File: src/rtl/gcd_pkg.sv
// Shared state encoding, default width and clog2 helper for the GCD job sequencer.
package gcd_pkg;

  localparam int GCD_WIDTH = 32;

  localparam logic [1:0] ST_IDLE  = 2'd0;
  localparam logic [1:0] ST_CLEAR = 2'd1;
  localparam logic [1:0] ST_RUN   = 2'd2;
  localparam logic [1:0] ST_RESP  = 2'd3;

  typedef enum logic [1:0] {
    IDLE  = ST_IDLE,
    CLEAR = ST_CLEAR,
    RUN   = ST_RUN,
    RESP  = ST_RESP
  } seq_state_e;

  function automatic int clog2(input int value);
    int result;
    result = 0;
    while ((longint'(1) << result) < longint'(value)) begin
      result = result + 1;
    end
    return result;
  endfunction

endpackage

File: src/rtl/gcd_seq_timer.sv
// Up-counter with clear, enable and terminal-count flag; shared by the CLEAR hold and RUN timeout.
module gcd_seq_timer #(
  parameter int TW = 8
) (
  input  logic          clk,
  input  logic          reset,
  input  logic          clr,
  input  logic          en,
  input  logic [TW-1:0] tc_val,
  output logic [TW-1:0] count,
  output logic          tc
);

  always_ff @(posedge clk or negedge reset) begin
    if (!reset) begin
      count <= '0;
    end else if (clr) begin
      count <= '0;
    end else if (en && !(&count)) begin
      count <= count + 1'b1;
    end
  end

  assign tc = (count == tc_val);

endmodule

File: src/rtl/gcd_job_sequencer.sv
// Single-outstanding-job front end for the binary GCD engine.
// Optional per-job statistics counters are built when GCD_SEQ_STATS_EN is defined.
//
// state | meaning
// IDLE  | ready for an operand pair, engine held in reset
// CLEAR | new operands stable, engine reset held for RST_CYCLES
// RUN   | engine released, waiting for done or timeout
// RESP  | result/error presented until the consumer accepts it
module gcd_job_sequencer
  import gcd_pkg::*;
#(
  parameter int WIDTH      = GCD_WIDTH,
  parameter int RST_CYCLES = 2,
  parameter int TIMEOUT    = 1024
) (
  input  logic             clk,
  input  logic             reset,
  input  logic             in_valid,
  output logic             in_ready,
  input  logic [WIDTH-1:0] in_a,
  input  logic [WIDTH-1:0] in_b,
  output logic             out_valid,
  input  logic             out_ready,
  output logic [WIDTH-1:0] out_gcd,
  output logic             out_err,
  output logic [WIDTH-1:0] eng_in1,
  output logic [WIDTH-1:0] eng_in2,
  output logic             eng_reset,
  input  logic             eng_done,
  input  logic [WIDTH-1:0] eng_out,
  output logic [15:0]      stat_jobs,
  output logic [WIDTH-1:0] stat_cycles
);

  localparam int TW = clog2((TIMEOUT > RST_CYCLES) ? TIMEOUT : RST_CYCLES) + 1;

  seq_state_e    state, state_nxt;
  logic          tmr_clr, tmr_en, tmr_tc;
  logic [TW-1:0] tmr_count, tmr_tc_val;
  logic          accept, bypass, run_exit;

  assign tmr_tc_val = (state == RUN) ? TW'(TIMEOUT - 1) : TW'(RST_CYCLES - 1);

  gcd_seq_timer #(.TW(TW)) u_timer (
    .clk    (clk),
    .reset  (reset),
    .clr    (tmr_clr),
    .en     (tmr_en),
    .tc_val (tmr_tc_val),
    .count  (tmr_count),
    .tc     (tmr_tc)
  );

  always_ff @(posedge clk or negedge reset) begin
    if (!reset) begin
      state <= IDLE;
    end else begin
      state <= state_nxt;
    end
  end

  always_comb begin
    state_nxt = state;
    tmr_clr   = 1'b0;
    tmr_en    = 1'b0;
    accept    = 1'b0;
    bypass    = 1'b0;
    run_exit  = 1'b0;
    case (state)
      IDLE: begin
        tmr_clr = 1'b1;
        if (in_valid) begin
          accept = 1'b1;
          if (in_a == '0 || in_b == '0) begin
            bypass    = 1'b1;
            state_nxt = RESP;
          end else begin
            state_nxt = CLEAR;
          end
        end
      end
      CLEAR: begin
        if (tmr_tc) begin
          tmr_clr   = 1'b1;
          state_nxt = RUN;
        end else begin
          tmr_en = 1'b1;
        end
      end
      RUN: begin
        // done is checked first so a done on the last allowed cycle is not an error
        if (eng_done || tmr_tc) begin
          run_exit  = 1'b1;
          tmr_clr   = 1'b1;
          state_nxt = RESP;
        end else begin
          tmr_en = 1'b1;
        end
      end
      RESP: begin
        if (out_ready) begin
          state_nxt = IDLE;
        end
      end
      default: state_nxt = IDLE;
    endcase
  end

  assign in_ready  = (state == IDLE);
  assign eng_reset = (state != RUN);

  always_ff @(posedge clk or negedge reset) begin
    if (!reset) begin
      eng_in1   <= '0;
      eng_in2   <= '0;
      out_gcd   <= '0;
      out_err   <= 1'b0;
      out_valid <= 1'b0;
    end else begin
      if (accept) begin
        eng_in1 <= in_a;
        eng_in2 <= in_b;
      end
      if (bypass) begin
        out_gcd   <= in_a | in_b;
        out_err   <= 1'b0;
        out_valid <= 1'b1;
      end else if (run_exit) begin
        out_valid <= 1'b1;
        if (eng_done) begin
          out_gcd <= eng_out;
          out_err <= 1'b0;
        end else begin
          out_gcd <= '0;
          out_err <= 1'b1;
        end
      end else if (state == RESP && out_ready) begin
        out_valid <= 1'b0;
      end
    end
  end

`ifdef GCD_SEQ_STATS_EN
  always_ff @(posedge clk or negedge reset) begin
    if (!reset) begin
      stat_jobs   <= '0;
      stat_cycles <= '0;
    end else begin
      if (out_valid && out_ready) begin
        stat_jobs <= stat_jobs + 16'd1;
      end
      if (bypass) begin
        stat_cycles <= '0;
      end else if (run_exit) begin
        stat_cycles <= WIDTH'(tmr_count) + WIDTH'(1);
      end
    end
  end
`else
  logic unused_tmr_count;
  assign unused_tmr_count = ^tmr_count;
  assign stat_jobs        = '0;
  assign stat_cycles      = '0;
`endif

endmodule

File: config.mk
export PLATFORM = sky130hd
export DESIGN_NAME = gcd_job_sequencer
export DESIGN_NICKNAME = d
export VERILOG_FILES = /design/src/rtl/gcd_pkg.sv /design/src/rtl/gcd_seq_timer.sv /design/src/rtl/gcd_job_sequencer.sv
export SDC_FILE = /design/constraint.sdc
export NUM_CORES = 1
export LEC_CHECK = 0
export ABC_AREA = 0
export BUFFER_PORTS_ARGS = -buffer_cell sky130_fd_sc_hd__clkbuf_2
export CAP_MARGIN = 40
export CORE_MARGIN = 5
export CORE_UTILIZATION = 32
export DETAILED_ROUTE_END_ITERATION = 12
export GPL_TIMING_DRIVEN = 0
export PLACE_DENSITY = 0.68
export SLEW_MARGIN = 40
export SYNTH_ARGS = -nofsm -noshare
export SYNTH_HDL_FRONTEND = slang
export SYNTH_SLANG_ARGS = --single-unit
File: constraint.sdc
create_clock -name clk -period 5.41 [get_ports clk]
set_clock_uncertainty 0.1 [all_clocks]
set_input_delay 0.8115 -clock clk [delete_from_list [all_inputs] [get_ports clk]]
set_output_delay 0.8115 -clock clk [all_outputs]
set_load 0.02 [all_outputs]
==> summary.md <==
| Metric | Value |
|---|---|
| Fraction of registers with async set/reset | `1.000` |
| Final setup viols | `0` |
| WP data required | `approximately 5.5 ns` |
| Status | `completed` |
| HPWL Detailed | `roughly 13000 um` |
| Mean Syn Cell Area | `between 10 and 15 um^2` |
| Register area share after synthesis | `0.4976` |
| Relative slew slack | `0.4637` |
| CP cell instances | `clkbuf_2 -> nor4_1 -> nand4_1 -> o22ai_1 -> nand3_1 -> clkbuf_1 -> mux2i_1` |
| CTS Buf Count | `9` |
| Min-Delay Path Class | `in2async` |
| Synthesized area | `0.005582 mm^2` |
| Cells after Synth | `459` |
| Setup crit start | `in_b[0]` |
| Die span in y | `~140 um` |
| Most common cell after layout, fill and taps aside | `clkbuf_2` |
| Synth-to-Final Area Change | `32.17%` |
| CTS Sinks | `~110` |
| Drt first pass iters | `6` |
| Initial Util | `0.3250` |
| R2r endpoint | `out_gcd[28]` |
| 1st-iter DRT viols | `114` |
| Cts hold-fix bufs | `0` |
| Crit. End Element | `flop` |
| Worst setup endpoint | `out_gcd[23]` |
| F_max | `approximately 320 MHz` |
| Gr ovfl total | `0` |
| Via density | `4.746` |
| CTS max path bufs | `2` |
| Reg2reg start | `state[0]` |
| Max Slew Vio Count | `0` |
| PwrDens | `549.2 mW/mm^2` |
| Clock Pin Slew Worst Setup and Hold Paths | `roughly 0.080 ns` |
| Cell variety after synth | `40` |
| Final Net Count | `approximately 830` |
| Post-route setup slack | `approximately 2.3 ns` |
| Max_cap viols | `0` |
| Reg2Reg Depth | `9` |
| First-pass GRT wire length | `approximately 26000 um` |
| DRT antenna net count | `0` |
| Crit share post-route | `0.5701` |
| I/O pin count | `approximately 250` |
| Crit Path Max Fanout | `10` |
| DRC Markers | `0` |
| R2r setup slk | `between 2 and 3 ns` |
| Number of global-route vias before repair | `4815` |
| Pre-CTS WS | `1.768 ns` |
| Final hold viol count | `0` |
| CP Class | `in2reg` |
| Root buf cell | `clkbuf_16` |
| Share of cells above drive strength 1 | `0.5131` |
| Clk_lat worst skew | `approximately 0.35 ns` |
| Synth Register Bits | `111` |
| Diode count | `0` |
| Initial antenna violation count | `0` |
| Main synth FF type | `dfrtp_1` |
| Placer Congestion | `between 0.8 and 0.9` |
| Tot GR Track Use | `0.1634` |
| Minimum clock period | `about 3.1 ns` |
| Die X | `142.1 um` |
| Critical path arrival | `around 3.2 ns` |
| Commonest cells after routing, fill and taps aside | `clkbuf_2 (199), dfrtp_1 (111), mux2_2 (64)` |
| Slowest stage delay, CP | `between 0.5 and 0.6 ns` |
| TritonCTS clock tree | `yes` |
| Critical path's slowest cell | `nor4_1` |
| Yosys warning count | `0` |
| IO buf count | `200` |
| Num rows | `48` |
| Die Area | `around 0.02 mm^2` |
| Vias | `approximately 4500` |
| Routed len/inst | `about 18 um` |
| Fillers | `roughly 1700` |
| Cts repair resizes | `0` |
| Leak Pwr | `~3.8 nW` |
| Power Total | `roughly 4 mW` |
| Max H-tree Level | `3` |
| EDFF count, synth | `0` |
| Unrepaired setup endpoints after global routing | `false` |
| Maximum VDD drop | `about 0.25 mV` |
| Pin count of the biggest net entering global routing | `between 60 and 70` |
| Critical Path Start Type | `primary input` |
| WHS | `between 0.3 and 0.4 ns` |
| Total setup buffers inserted after CTS | `0` |
| Final WL | `between 15000 and 20000 um` |
| Setup TNS | `0 ns` |
| Slew at the pin closest to its max-slew limit | `about 0.8 ns` |
| CORE AREA | `between 0.015 and 0.02 mm^2` |
-- per-layer routing --
layer  global-route usage  share of wire  vias to the layer above
li1                     -              -                     2113
met1               0.2005           0.41                     2162
met2               0.2703           0.48                      206
met3              0.04872          0.090                       28
met4              0.06465          0.026                        0
met5                    0              0                        -
-- how the worst min path moves through the flow --
stage / from / end / slack (ns)
detailed placement: eng_in1[13] / eng_in1[13] / 0.39
global route: reset / eng_in1[27] / 0.36
global placement: out_valid / out_valid / 0.38
finish: reset / out_gcd[29] / 0.34
floorplan: reset / eng_in1[0] / 0.42
CTS: reset / eng_in1[27] / 0.34
-- flip-flops by register name, summed over array words and instances, names as in the netlist --
| register | count |
|---|---|
| out_valid | 1 |
| out_gcd | 32 |
| u_timer.count | 11 |
| eng_in2 | 32 |
| state | 2 |
| out_err | 1 |
| eng_in1 | 32 |
-- cells by family (layout without fill, tap and decap cells) --
kind of cell,Yosys count,in the layout,share of synthesized area
and+or+nand+nor,92,92,0.08675
AOI/OAI and AO/OA,75,75,0.1228
adders and majority gates,6,6,0.01345
buffers and inverters,78,297,0.09213
DFF,111,111,0.4976
muxes,96,96,0.1865
other,1,48,0.0006718
-- report_power, final --
group,internal [mW],leakage [nW],switching [mW]
Clock,0.320,0.142,0.327
Sequential,1.21,1.36,0.220
Combinational,0.805,2.30,1.17
Total,2.33,3.80,1.72
-- synthesized netlist by cell type, types with 6 or more instances --
cell	number	area, um^2
mux2i_1	32	320.3
dfrtp_1	111	2778
a22oi_2	29	362.9
mux2_2	64	720.7
nand3_1	8	40.04
clkbuf_1	14	52.55
nand4_1	7	43.79
a21oi_1	16	80.08
or4_1	8	60.06
nor2_1	35	131.4
o31ai_1	8	60.06
nor4_1	17	106.4
ha_1	6	75.07
buf_4	51	382.9
inv_1	9	33.78
-- critical path, delay by kind of cell --
kind                   cells  cell delay (ns)
AND/OR/NAND/NOR            3             1.22
multiplexers               1             0.22
buffers and inverters      2             0.57
AO/OA/AOI/OAI              1             0.35
-- final cells by class --
class / count / area (um^2) / share of cell area
Multi-Input combinational cell: 317 / 2466 / 0.3343
Tap cell: 225 / 281.5 / 0.03816
Clock inverter: 7 / 56.30 / 0.007632
Buffer: 69 / 480.5 / 0.06513
Inverter: 9 / 33.78 / 0.004579
Clock buffer: 9 / 225.2 / 0.03053
Timing Repair Buffer: 203 / 1056 / 0.1431
Sequential cell: 111 / 2778 / 0.3765
-- stage by stage --
stage / util / area [um^2] / cells
final: 0.4295 / 7377 / 950
after CTS: 0.4288 / 7366 / 949
after global placement: 0.4099 / 7041 / 931
after floorplan: - / 5758 / 506
after detailed placement: 0.4124 / 7084 / 933
after global routing: 0.4295 / 7377 / 950
Power figures use the tool's default switching activity.
